--- src/rtl/write_port_arbiter_pkg.sv ---
`default_nettype none
// ============================================================================
//  Module      : write_port_arbiter_pkg
//  Description : Shared helpers for the write-port arbiter and its checkers:
//                source-id width derivation and a contention test.
//  Revision    : 1.0 - initial release
// ============================================================================
package write_port_arbiter_pkg;

    // Width of an index into n requesters, never narrower than one bit.
    function automatic int sw_of(input int n);
        return (n <= 1) ? 1 : $clog2(n);
    endfunction

    // True when at least two bits of v are set (clearing the lowest set bit
    // leaves something behind). Vectors up to 64 bits, zero-extended.
    function automatic logic popcnt_ge2(input logic [63:0] v);
        return (v & (v - 64'd1)) != 64'd0;
    endfunction

endpackage
`default_nettype wire

--- src/rtl/write_port_arbiter_rr_pick.sv ---
`default_nettype none
// ============================================================================
//  Module      : write_port_arbiter_rr_pick
//  Description : Combinational rotate-priority picker. Searches req upward
//                from ptr, wrapping at NREQ-1, and returns the first hit as
//                a one-hot grant plus its encoded index.
//  Revision    : 1.0 - initial release
// ============================================================================
module write_port_arbiter_rr_pick
    import write_port_arbiter_pkg::*;
#(
    parameter int NREQ = 2,
    localparam int SW  = sw_of(NREQ)
) (
    input  logic [NREQ-1:0] req,
    input  logic [SW-1:0]   ptr,
    output logic [NREQ-1:0] gnt,
    output logic [SW-1:0]   idx,
    output logic            any
);

    int w_k;

    // First requester at or after ptr (circularly) wins.
    always_comb begin
        gnt = '0;
        idx = '0;
        any = 1'b0;
        w_k = 0;
        for (int i = 0; i < NREQ; i++) begin
            w_k = int'(ptr) + i;
            if (w_k >= NREQ) begin
                w_k = w_k - NREQ;
            end
            if (!any && req[w_k]) begin
                any      = 1'b1;
                idx      = SW'(w_k);
                gnt[w_k] = 1'b1;
            end
        end
    end

endmodule
`default_nettype wire

--- src/rtl/write_port_arbiter.sv ---
`default_nettype none
// ============================================================================
//  Module      : write_port_arbiter
//  Description : Round-robin arbiter in front of a single-register write
//                target. One registered write strobe per cycle, plus a
//                saturating count of cycles with competing requests.
//  Revision    : 1.0 - initial release
// ============================================================================
module write_port_arbiter
    import write_port_arbiter_pkg::*;
#(
    parameter int NREQ = 2,
    parameter int DW   = 1,
    parameter int CW   = 8,
    localparam int SW  = sw_of(NREQ)
) (
    input  logic                 clk,
    input  logic                 rst,
    input  logic [NREQ-1:0]      req_valid,
    input  logic [NREQ*DW-1:0]   req_data,
    output logic [NREQ-1:0]      req_ready,
    output logic                 wr_en,
    output logic [DW-1:0]        wr_data,
    output logic [SW-1:0]        wr_src,
    output logic [CW-1:0]        conflict_cnt,
    output logic                 conflict_sat
);

    localparam logic [SW-1:0] c_last    = SW'(NREQ - 1);
    localparam logic [CW-1:0] c_cnt_max = '1;

    logic [SW-1:0]   r_ptr;
    logic [NREQ-1:0] w_gnt;
    logic [SW-1:0]   w_idx;
    logic            w_any;
    logic            w_xfer;
    logic            w_conflict;
    logic            r_wr_en;
    logic [DW-1:0]   r_wr_data;
    logic [SW-1:0]   r_wr_src;
    logic [CW-1:0]   r_cnt;
    logic            r_sat;

    write_port_arbiter_rr_pick #(
        .NREQ (NREQ)
    ) u_pick (
        .req (req_valid),
        .ptr (r_ptr),
        .gnt (w_gnt),
        .idx (w_idx),
        .any (w_any)
    );

    // Grants are suppressed during reset so no handshake can slip through;
    // any grant given is by construction a transfer (valid is set).
    always_comb begin
        req_ready  = rst ? '0 : w_gnt;
        w_xfer     = w_any && !rst;
        w_conflict = popcnt_ge2(64'(req_valid));
    end

    // Priority pointer: the requester after the last winner goes first next.
    always_ff @(posedge clk) begin
        if (rst) begin
            r_ptr <= '0;
        end else if (w_xfer) begin
            r_ptr <= (w_idx == c_last) ? '0 : w_idx + 1'b1;
        end
    end

    // Output register: strobe for one cycle per transfer, data/src hold otherwise.
    always_ff @(posedge clk) begin
        if (rst) begin
            r_wr_en   <= 1'b0;
            r_wr_data <= '0;
            r_wr_src  <= '0;
        end else begin
            r_wr_en <= w_xfer;
            if (w_xfer) begin
                r_wr_data <= req_data[w_idx*DW +: DW];
                r_wr_src  <= w_idx;
            end
        end
    end

    // Saturating contention counter with a sticky flag raised on reaching max.
    always_ff @(posedge clk) begin
        if (rst) begin
            r_cnt <= '0;
            r_sat <= 1'b0;
        end else if (w_conflict && (r_cnt != c_cnt_max)) begin
            r_cnt <= r_cnt + 1'b1;
            if (r_cnt == c_cnt_max - 1'b1) begin
                r_sat <= 1'b1;
            end
        end
    end

    assign wr_en        = r_wr_en;
    assign wr_data      = r_wr_data;
    assign wr_src       = r_wr_src;
    assign conflict_cnt = r_cnt;
    assign conflict_sat = r_sat;

endmodule
`default_nettype wire

--- config.mk ---
export PLATFORM = sky130hd
export DESIGN_NAME = write_port_arbiter
export DESIGN_NICKNAME = d
export VERILOG_FILES = /design/src/rtl/write_port_arbiter_pkg.sv /design/src/rtl/write_port_arbiter_rr_pick.sv /design/src/rtl/write_port_arbiter.sv
export SDC_FILE = /design/constraint.sdc
export NUM_CORES = 1
export LEC_CHECK = 0
export ABC_CLOCK_PERIOD_IN_PS = 1200
export CELL_PAD_IN_SITES_DETAIL_PLACEMENT = 1
export CELL_PAD_IN_SITES_GLOBAL_PLACEMENT = 2
export CORE_MARGIN = 3
export CORE_UTILIZATION = 30
export DETAILED_ROUTE_END_ITERATION = 7
export DONT_BUFFER_PORTS = 1
export HOLD_SLACK_MARGIN = 0.08
export PLACE_DENSITY_LB_ADDON = 0.12
export SLEW_MARGIN = 5
export SYNTH_ARGS = -nofsm -noshare
export SYNTH_HDL_FRONTEND = slang
export SYNTH_SLANG_ARGS = --single-unit
--- constraint.sdc ---
create_clock -name clk -period 1.2 [get_ports clk]
set_input_delay 0.24 -clock clk [delete_from_list [all_inputs] [get_ports clk]]
set_output_delay 0.24 -clock clk [all_outputs]
set_load 0.02 [all_outputs]
# After elaboration in Yosys (flattened, before gate mapping)
# Cells that the tools add are included.
# word_totals
inputBits,6
ff_bits,13
wordCells,52
output_inout_bits,14
# op_classes
bitwise_logic,2
eq_ne,2
magnitude_cmp,6
reduce_logical,9
muxes,20
n_addsub,6
shifts,1
# ops
operator,n
AND 2 x 64 -> 64 bit,1
greater-or-equal comparator 32 x 1 -> 1 bit (second input constant),2
less-than comparator 32 x 3 -> 1 bit (second input constant),2
2-to-1 mux 32 bit,2
nonzero test 64 bit,1
greater-or-equal comparator 32 x 3 -> 1 bit (second input constant),1
subtractor 32 x 3 -> 32 bit (second input constant),1
2-to-1 mux 1 bit,13
adder 8 x 1 -> 8 bit (second input constant),1
equality test 8 bit (second input constant),1
inequality test 8 bit (second input constant),1
2-to-1 mux 2 bit,3
logical AND 1 bit,5
subtractor 1 x 2 -> 3 bit (second input constant),1
subtractor 2 x 1 -> 3 bit (second input constant),1
adder 1 x 1 -> 2 bit (second input constant),1
demux 1 bit (select 1 bit),2
greater-or-equal comparator 1 x 2 -> 1 bit (second input constant),1
logical NOT 1 bit,2
bitwise OR 2 bit,1
AND reduction 2 bit,1
variable part select 2 x 2 -> 1 bit,1
adder 1 bit (second input constant),1

# Logic depth before layout (Yosys ltp)
# Gate-level depths: netlist (run 1).
# depth
word_depth,11
mapped_depth,5
ltp_nobuf,5

# By module
# From an unflattened synthesis (run 1), not the netlist that was laid out.
# unflattened
cells_unflattened,77
hier_area_um2,700.7
# modules_own_cells
mod,area_per_inst_um2,seq_area_each_um2,cells_each,instances
write_port_arbiter,668.1,260.2,72,1
write_port_arbiter_rr_pick,32.5,0.0,5,1

# Worst setup path before layout (run 1)
# No wires, ideal clock.
# synth_timing
path_kind,register -> register
start,"reg r_cnt[1], in the netlist conflict_cnt[1]"
end,"reg r_cnt[4], in the netlist conflict_cnt[4]"
arrival_ns,1.374
setup_time_ns,0.132
stages_incl_launch_ff,6
path_slack_ns,-0.306
n_path_buf,1
required_ns,1.068
path_cell_list,dfxtp_1 -> ha_1 -> and3_1 -> clkbuf_1 -> nor4bb_1 -> nor3_1
# synth_via
elab_chain_len,2
elab_cells_between_ends,3
# synth_lines
element,line_no,rtl
start: declaration,write_port_arbiter.sv:41,logic [CW-1:0] r_cnt;
start signal: assignment,write_port_arbiter.sv:92,r_cnt <= r_cnt + 1'b1;
"parallel branches: the longest is 2 deep, another holds adder 8 x 1 -> 8 bit",n/a,
# Several ways; the timed one is not identified.
# A chain may end at the register's enable or synchronous reset.

# Worst setup path after layout (run 1)
# layout_timing
start,"reg r_cnt[0], in the netlist conflict_cnt[0]"
end,"reg r_cnt[0], in the netlist conflict_cnt[0]"
# Same word-level chain as after synthesis.

==> reports/metrics.csv, run 1 <==
stage,metric,value,unit
global_route,grt_start_max_net_pins,12,
global_route,grt_pass1_wl,3370,um
power_and_ir_drop,power.total,901,uW
timing,layout_worst_path_cycle_share,109,%
logic_synthesis,ys_types,30,
hold_path,hp-class,in -> reg,
die,core_area,2040,um2
global_route,track_usage,16.8,%
logic_synthesis,synthMuxAreaShare,3.87,%
cells_and_area,drive_above_1_share,54.0,%
timing,setup_ws,-0.106,ns
route,vias_per_cell,5.31,
timing,timing.hold.ws,0.0952,ns
route,dr.first_iter.drc_count,8,
route,num_vias,674,
worst_setup_path,rrSetupSlack,-0.11,ns
timing,drv_slew,0,
logic_synthesis,synth_compound_area_share,19.0,%
global_route,top_usage_layer,met2,
logic_synthesis,synth_xor_area_share,0,%
die,die_area,2870,um2
power_and_ir_drop,ir_drop,0.771,mV
cells_and_area,final_util,52.5,%
route,drt-total-wl,2190,um
cts,cts_tree,yes,
global_route,overflow,0,
worst_setup_path,r2r_cells,4,
placed_design,hpwl,1380,um
worst_setup_path,path_class,reg -> reg,
logic_synthesis,synth-edff-count,0,
power_and_ir_drop,p_per_area,840,nW/um2
logic_synthesis,syn-num-nets,85,
cts,clk_pin_slew,0.09,ns
cts,h-tree-depth,1,
worst_setup_path,arrival,1.48,ns
flow_run,maxCapViolations,0,
route,drc,0,
global_route,grt_pass1_vias,698,
logic_synthesis,ys_seq_area_share,38.3,%
logic_synthesis,ys_warn_count,0,
hold_path,hp-start,rst,
logic_synthesis,synth_top_family_by_area,simple AND/OR/NAND/NOR gates,
timing,fin_crit,1.31,ns
cells_and_area,area_growth,57.8,%
timing,setup_viol,6,
logic_synthesis,synth_flop_cell,dfxtp_1,
worst_setup_path,crit_fanout,4,
status,failed_checks,negative setup slack,
placed_design,globalplace.congestion,0.717,
logic_synthesis,synth_fa_ha_area_share,3.68,%
logic_synthesis,async_flop_share,0,%
logic_synthesis,synth_top_area_cell,dfxtp_1,
worst_setup_path,crit_required,1.38,ns
cells_and_area,stdcell_area,1070,um2
global_route,antenna_found_initial,0,
logic_synthesis,syn_area,679,um2
worst_setup_path,timing.rr.start,conflict_cnt[0],
cts,cts_buffers,3,
worst_setup_path,cp-end-kind,flip-flop,
global_route,grtUsageMet2,29.4,%
die,die_y,53.6,um
placed_design,placed_area,821,um2
timing,final-hold-violation-count,0,
die,fp-row-count,16,
worst_setup_path,timing.rr.end,conflict_cnt[0],
cts,clk_latency,0.28,ns
placed_design,port_buffers,0,
die,die_w,53.6,um
hold_path,hold_end,conflict_cnt[7],
timing,relSlewSlack,71.6,%
timing,rsz0062_at_grt,yes,
route,detail_route.wl_per_cell,17.3,um
cells_and_area,layout.cells.non_filler,127,
cts,clockRootBuffer,clkbuf_4,
cts,clock_path_buffers,2,
logic_synthesis,synthTopCellsByArea,"dfxtp_1 38%, nor2_1 4.4%, a21oi_1 3.7%, ha_1 3.7%, a211oi_1 3.3%",
timing,tightest_slew,0.425,ns
die,start_util,33.3,%
timing,finClkSkew,0.00334,ns
global_route,met1_usage,19.3,%
cts,clkSinkCount,13,
cells_and_area,antenna_cells,0,
logic_synthesis,yosys.area_share.simple,26.9,%
cells_and_area,finalNetCount,109,
die,ioPinCount,20,
hold_path,whs_path_depth,2,
worst_setup_path,critPathLaunchType,flip-flop,
logic_synthesis,ys_ff_latch,13,
status,status,"complete, but fails checks",
logic_synthesis,syn_area_per_cell,8.82,um2
global_route,gr-usage-met3,7.20,%
timing,fmax,765,MHz
power_and_ir_drop,p_leak,0.000421,uW
route,first_pass_iters,2,
route,antenna_left,0,
logic_synthesis,synthCells,77,
logic_synthesis,yosysTopAreaCellShare,38.3,%
placed_design,post-place-cells,112,
## final cells by class
type / instances / area (um2)
Clock buffer: 4 / 26.3
Fill cell: 236 / 970
Inverter: 3 / 13.8
Multi-Input combinational cell: 54 / 494
Sequential cell: 13 / 279
Tap cell: 27 / 33.8
Timing Repair Buffer: 26 / 225
## sequential cells by signal, summed over array words and instances (netlist names)
signal,count
wr_src,1
wr_en,1
r_ptr,1
wr_data,1
conflict_sat,1
conflict_cnt,8
## cells by family (layout without fill, tap and decap cells)
family | after synthesis | in the layout
adder cells (fa/ha/maj) | 2 | 2
multiplexers | 2 | 2
flip-flops | 13 | 13
AO/OA/AOI/OAI | 18 | 18
AND/OR/NAND/NOR | 32 | 32
buffers and inverters | 10 | 33
## worst max-delay path, cell delays in order (launching register included)
cell and delay, ns:
dfxtp_4 0.37, ha_4 0.17, and3_4 0.19, a21o_1 0.18, mux2_4 0.29
## routing by layer
layer,up-vias,part of all wire [%]
li1,331,-
met1,326,43
met2,15,51
met3,2,5.5
met4,0,0.55
met5,-,0
## cell usage after synthesis, drive strengths merged, types with 2 or more instances
| cell type | number |
|---|---|
| a211oi | 3 |
| a21oi | 5 |
| a31oi | 3 |
| a41oi | 2 |
| and3 | 2 |
| and4 | 3 |
| and4b | 2 |
| buf | 5 |
| clkbuf | 2 |
| dfxtp | 13 |
| ha | 2 |
| inv | 3 |
| mux2 | 2 |
| nand2 | 5 |
| nand2b | 2 |
| nand3 | 2 |
| nor2 | 8 |
| nor3 | 4 |
## worst max-delay path by stage
stage                    startpoint         endpoint  slack (ns)  cells past startpoint
floorplan           conflict_cnt[3]  conflict_cnt[0]       -0.13                      5
global placement    conflict_cnt[0]  conflict_cnt[0]       -0.08                      4
detailed placement  conflict_cnt[0]  conflict_cnt[0]       -0.09                      4
CTS                 conflict_cnt[0]  conflict_cnt[0]       -0.08                      4
global route        conflict_cnt[1]  conflict_cnt[3]       -0.16                      4
finish              conflict_cnt[0]  conflict_cnt[0]       -0.11                      4
## through the flow
stage               TNS (ns)  setup WS, ns
floorplan             -0.209        -0.129
global placement      -0.205       -0.0782
detailed placement    -0.303       -0.0938
CTS                   -0.365       -0.0831
global route          -0.723        -0.155
finish                -0.326        -0.106
## report_power, final
part | switching (uW) | internal (uW)
clock network | 156 | 129
registers | 23.0 | 442
logic | 65.8 | 84.6
total | 245 | 656
## layout by cell type (no fill, tap or decap), types with 3 or more instances in the layout
cell type and count:
buf_4 17, a21oi_1 5, nor2_1 7, nand2_1 4, buf_6 6, dfxtp_4 4, dfxtp_1 6, clkbuf_4 3
dlygate4sd3_1 3, dfxtp_2 3
## repair_timing
action / 4_1_cts / 5_1_grt
endpoints found under the hold margin: 9 / 1
setup endpoints to repair: 9 / 10
gates resized for setup: 12 / 17
pin swaps: 7 / 14
setup buffers: 4 / 4
hold buffers: 2 / 1
Note: power is estimated with default switching activity, not from simulation.
==> run 2: changes to the inputs <==
--- a/config.mk
+++ b/config.mk
@@ -5,11 +5,12 @@
 export SDC_FILE = /design/constraint.sdc
 export NUM_CORES = 1
 export LEC_CHECK = 0
-export ABC_CLOCK_PERIOD_IN_PS = 1200
+export ABC_CLOCK_PERIOD_IN_PS = 1450
 export CELL_PAD_IN_SITES_DETAIL_PLACEMENT = 1
 export CELL_PAD_IN_SITES_GLOBAL_PLACEMENT = 2
+export CORE_ASPECT_RATIO = 0.8
 export CORE_MARGIN = 3
-export CORE_UTILIZATION = 30
+export CORE_UTILIZATION = 34
 export DETAILED_ROUTE_END_ITERATION = 7
 export DONT_BUFFER_PORTS = 1
 export HOLD_SLACK_MARGIN = 0.08
==> constraint.sdc (replaced) <==
create_clock -name clk -period 1.45 [get_ports clk]
set_input_delay 0.29 -clock clk [delete_from_list [all_inputs] [get_ports clk]]
set_output_delay 0.29 -clock clk [all_outputs]
set_load 0.02 [all_outputs]
==> run 2 against run 1 <==
- the run now ends clean
- register-to-register slack improved by 0.19 ns
- fmax fell by 4.6%
- hold slack improved by 0.022 ns
- global-route usage fell by 1.1 points
- largest power group unchanged
- highest routed layer unchanged
==> reports/metrics.csv, run 2 (same netlist as run 1, synthesis figures left out) <==
stage,metric,value,unit,change
power_and_ir_drop,p_sw_share,26.6,%,-0.55 points
global_route,grtUsageMet2,21.4,%,-7.9 points
worst_setup_path,arrival,1.55,ns,+0.07 ns
route,drt-total-wl,1800,um,-18%
worst_setup_path,critPathLaunchType,flip-flop,,
route,num_vias,621,,-7.9%
cts,clock_path_buffers,2,,unchanged
global_route,grt_pass1_vias,593,,-15%
worst_setup_path,cp-end-kind,flip-flop,,
timing,rsz0062_at_grt,no,,
power_and_ir_drop,ir_drop,0.454,mV,-41%
power_and_ir_drop,p_leak,0.000326,uW,-23%
global_route,met1_usage,21.1,%,+1.8 points
cells_and_area,finalNetCount,94,,-14%
timing,setup_tns,0,ns,+0.326 ns
worst_setup_path,crit_fanout,4,,unchanged
global_route,track_usage,15.7,%,-1.1 points
power_and_ir_drop,p_int,512,uW,-22%
cts,clkSinkCount,13,,unchanged
power_and_ir_drop,p_per_area,886,nW/um2,+5.5%
flow_run,maxCapViolations,0,,unchanged
timing,final-hold-violation-count,0,,unchanged
cells_and_area,final_cell_mix,"10 x dfxtp_1, 10 x buf_4, 7 x nor2_1",,
cts,clk_pin_slew,0.08,ns,about the same
timing,fin_crit,1.37,ns,+0.0631 ns
route,vias_per_cell,5.80,,+9.4%
route,first_pass_iters,4,,+2
cells_and_area,drive_above_1_share,27.1,%,-27 points
power_and_ir_drop,power_frac_seq,55.2,%,+3.6 points
timing,relSlewSlack,72.8,%,+1.1 points
global_route,top_usage_layer,met2,,
placed_design,globalplace.congestion,0.702,,-2.1%
cells_and_area,layout.cells.non_filler,107,,-16%
route,dr.first_iter.drc_count,18,,+10
cts,clockRootBuffer,clkbuf_4,,
cts,cts_buffers,3,,unchanged
cells_and_area,antenna_cells,0,,unchanged
die,fp-row-count,13,,-3
timing,fmax,730,MHz,-4.6%
timing,drv_slew,0,,unchanged
die,die_w,56.0,um,+4.5%
cts,clk_latency,0.29,ns,about the same
die,die_y,46.0,um,-14%
route,drc,0,,unchanged
die,ioPinCount,20,,unchanged
status,status,"complete, no violations",,
die,start_util,38.7,%,+5.4 points
power_and_ir_drop,p_switching,186,uW,-24%
placed_design,post-place-cells,102,,-8.9%
die,core_area,1760,um2,-14%
cells_and_area,largest_reg_flops,8,,unchanged
global_route,grt_start_max_net_pins,12,,unchanged
global_route,grt_pass1_wl,2980,um,-11%
cts,h-tree-depth,1,,unchanged
hold_path,hp-class,in -> reg,,
die,die_area,2570,um2,-10%
worst_setup_path,path_class,reg -> reg,,
placed_design,hpwl,1260,um,-8.9%
timing,timing.hold.ws,0.117,ns,+0.0219 ns
power_and_ir_drop,combPwrFrac,10.9,%,-5.8 points
global_route,overflow,0,,unchanged
cts,cts_tree,yes,,
timing,setup_viol,0,,-6
cts,post-cts-setup-buffers,0,,-4
power_and_ir_drop,power_frac_clock,33.9,%,+2.2 points
route,antenna_left,0,,unchanged
placed_design,port_buffers,0,,unchanged
global_route,gr-usage-met3,7.08,%,-0.12 points
timing,tightest_slew,0.407,ns,-0.0176 ns
timing,finClkSkew,0.00474,ns,+0.00139 ns
timing,layout_worst_path_cycle_share,94.5,%,-14 points
cells_and_area,area_growth,16.0,%,
worst_setup_path,crit_required,1.63,ns,+0.25 ns
route,detail_route.wl_per_cell,16.9,um,-2.4%
global_route,antenna_found_initial,0,,unchanged
==> run 2: cell count changes in the layout (fill, tap and decap cells not counted), sizes merged <==
cell	before	now
dlygate4sd3	3	1
buf	23	10
==> run 2: cell type report <==
| type | count | area [um2] |
|---|---|---|
| Multi-Input combinational cell | 54 | 374 |
| Inverter | 3 | 11.3 |
| Tap cell | 22 | 27.5 |
| Clock buffer | 4 | 26.3 |
| Fill cell | 210 | 968 |
| Sequential cell | 13 | 264 |
| Timing Repair Buffer | 11 | 85.1 |
==> run 2: power groups by stage <==
stage	registers [uW]	logic [uW]	clock network [uW]
finish	386	76.0	237
global route	387	85.0	261
CTS	386	75.8	249
detailed placement	394	67.3	0
global placement	393	65.8	0
floorplan	401	50.8	0
==> run 2: final timing paths <==
kind / to / cells past startpoint / startpoint / slack (ns)
worst min register to register: r_ptr / 2 / r_ptr / 0.50
worst max-delay path: conflict_cnt[0] / 4 / conflict_cnt[0] / 0.08
worst min-delay path: wr_en / 2 / req_valid[0] / 0.12
worst max register to register: conflict_cnt[0] / 4 / conflict_cnt[0] / 0.08
==> run 2: critical path, stage by stage, from the launching register on <==
cell     delay [ns]
dfxtp_2        0.32
ha_1           0.22
and3_1         0.23
a21o_1         0.19
mux2_4         0.29
==> run 2: through the flow <==
step	utilization [%]	worst slack (ns)	power [uW]	area [um2]
after floorplan	-	0.00399	452	684
after global placement	42.1	0.108	459	739
after detailed placement	42.1	0.0575	461	739
after CTS	44.6	0.00605	711	783
after global routing	44.9	0.00455	734	788
final	44.9	0.0805	698	788
==> run 2: repair_timing <==
action	CTS	global route
hold buffers	1	0
resized for setup	2	3
pin swaps	0	1
hold endpoints to repair	9	0
endpoints found under the setup margin	1	2
==> run 2: routing by layer <==
metal | routed length [um] | vias up
met3 | 146 | 4
met1 | 987 | 293
li1 | - | 300
met5 | 0 | -
met2 | 648 | 24
met4 | 22 | 0
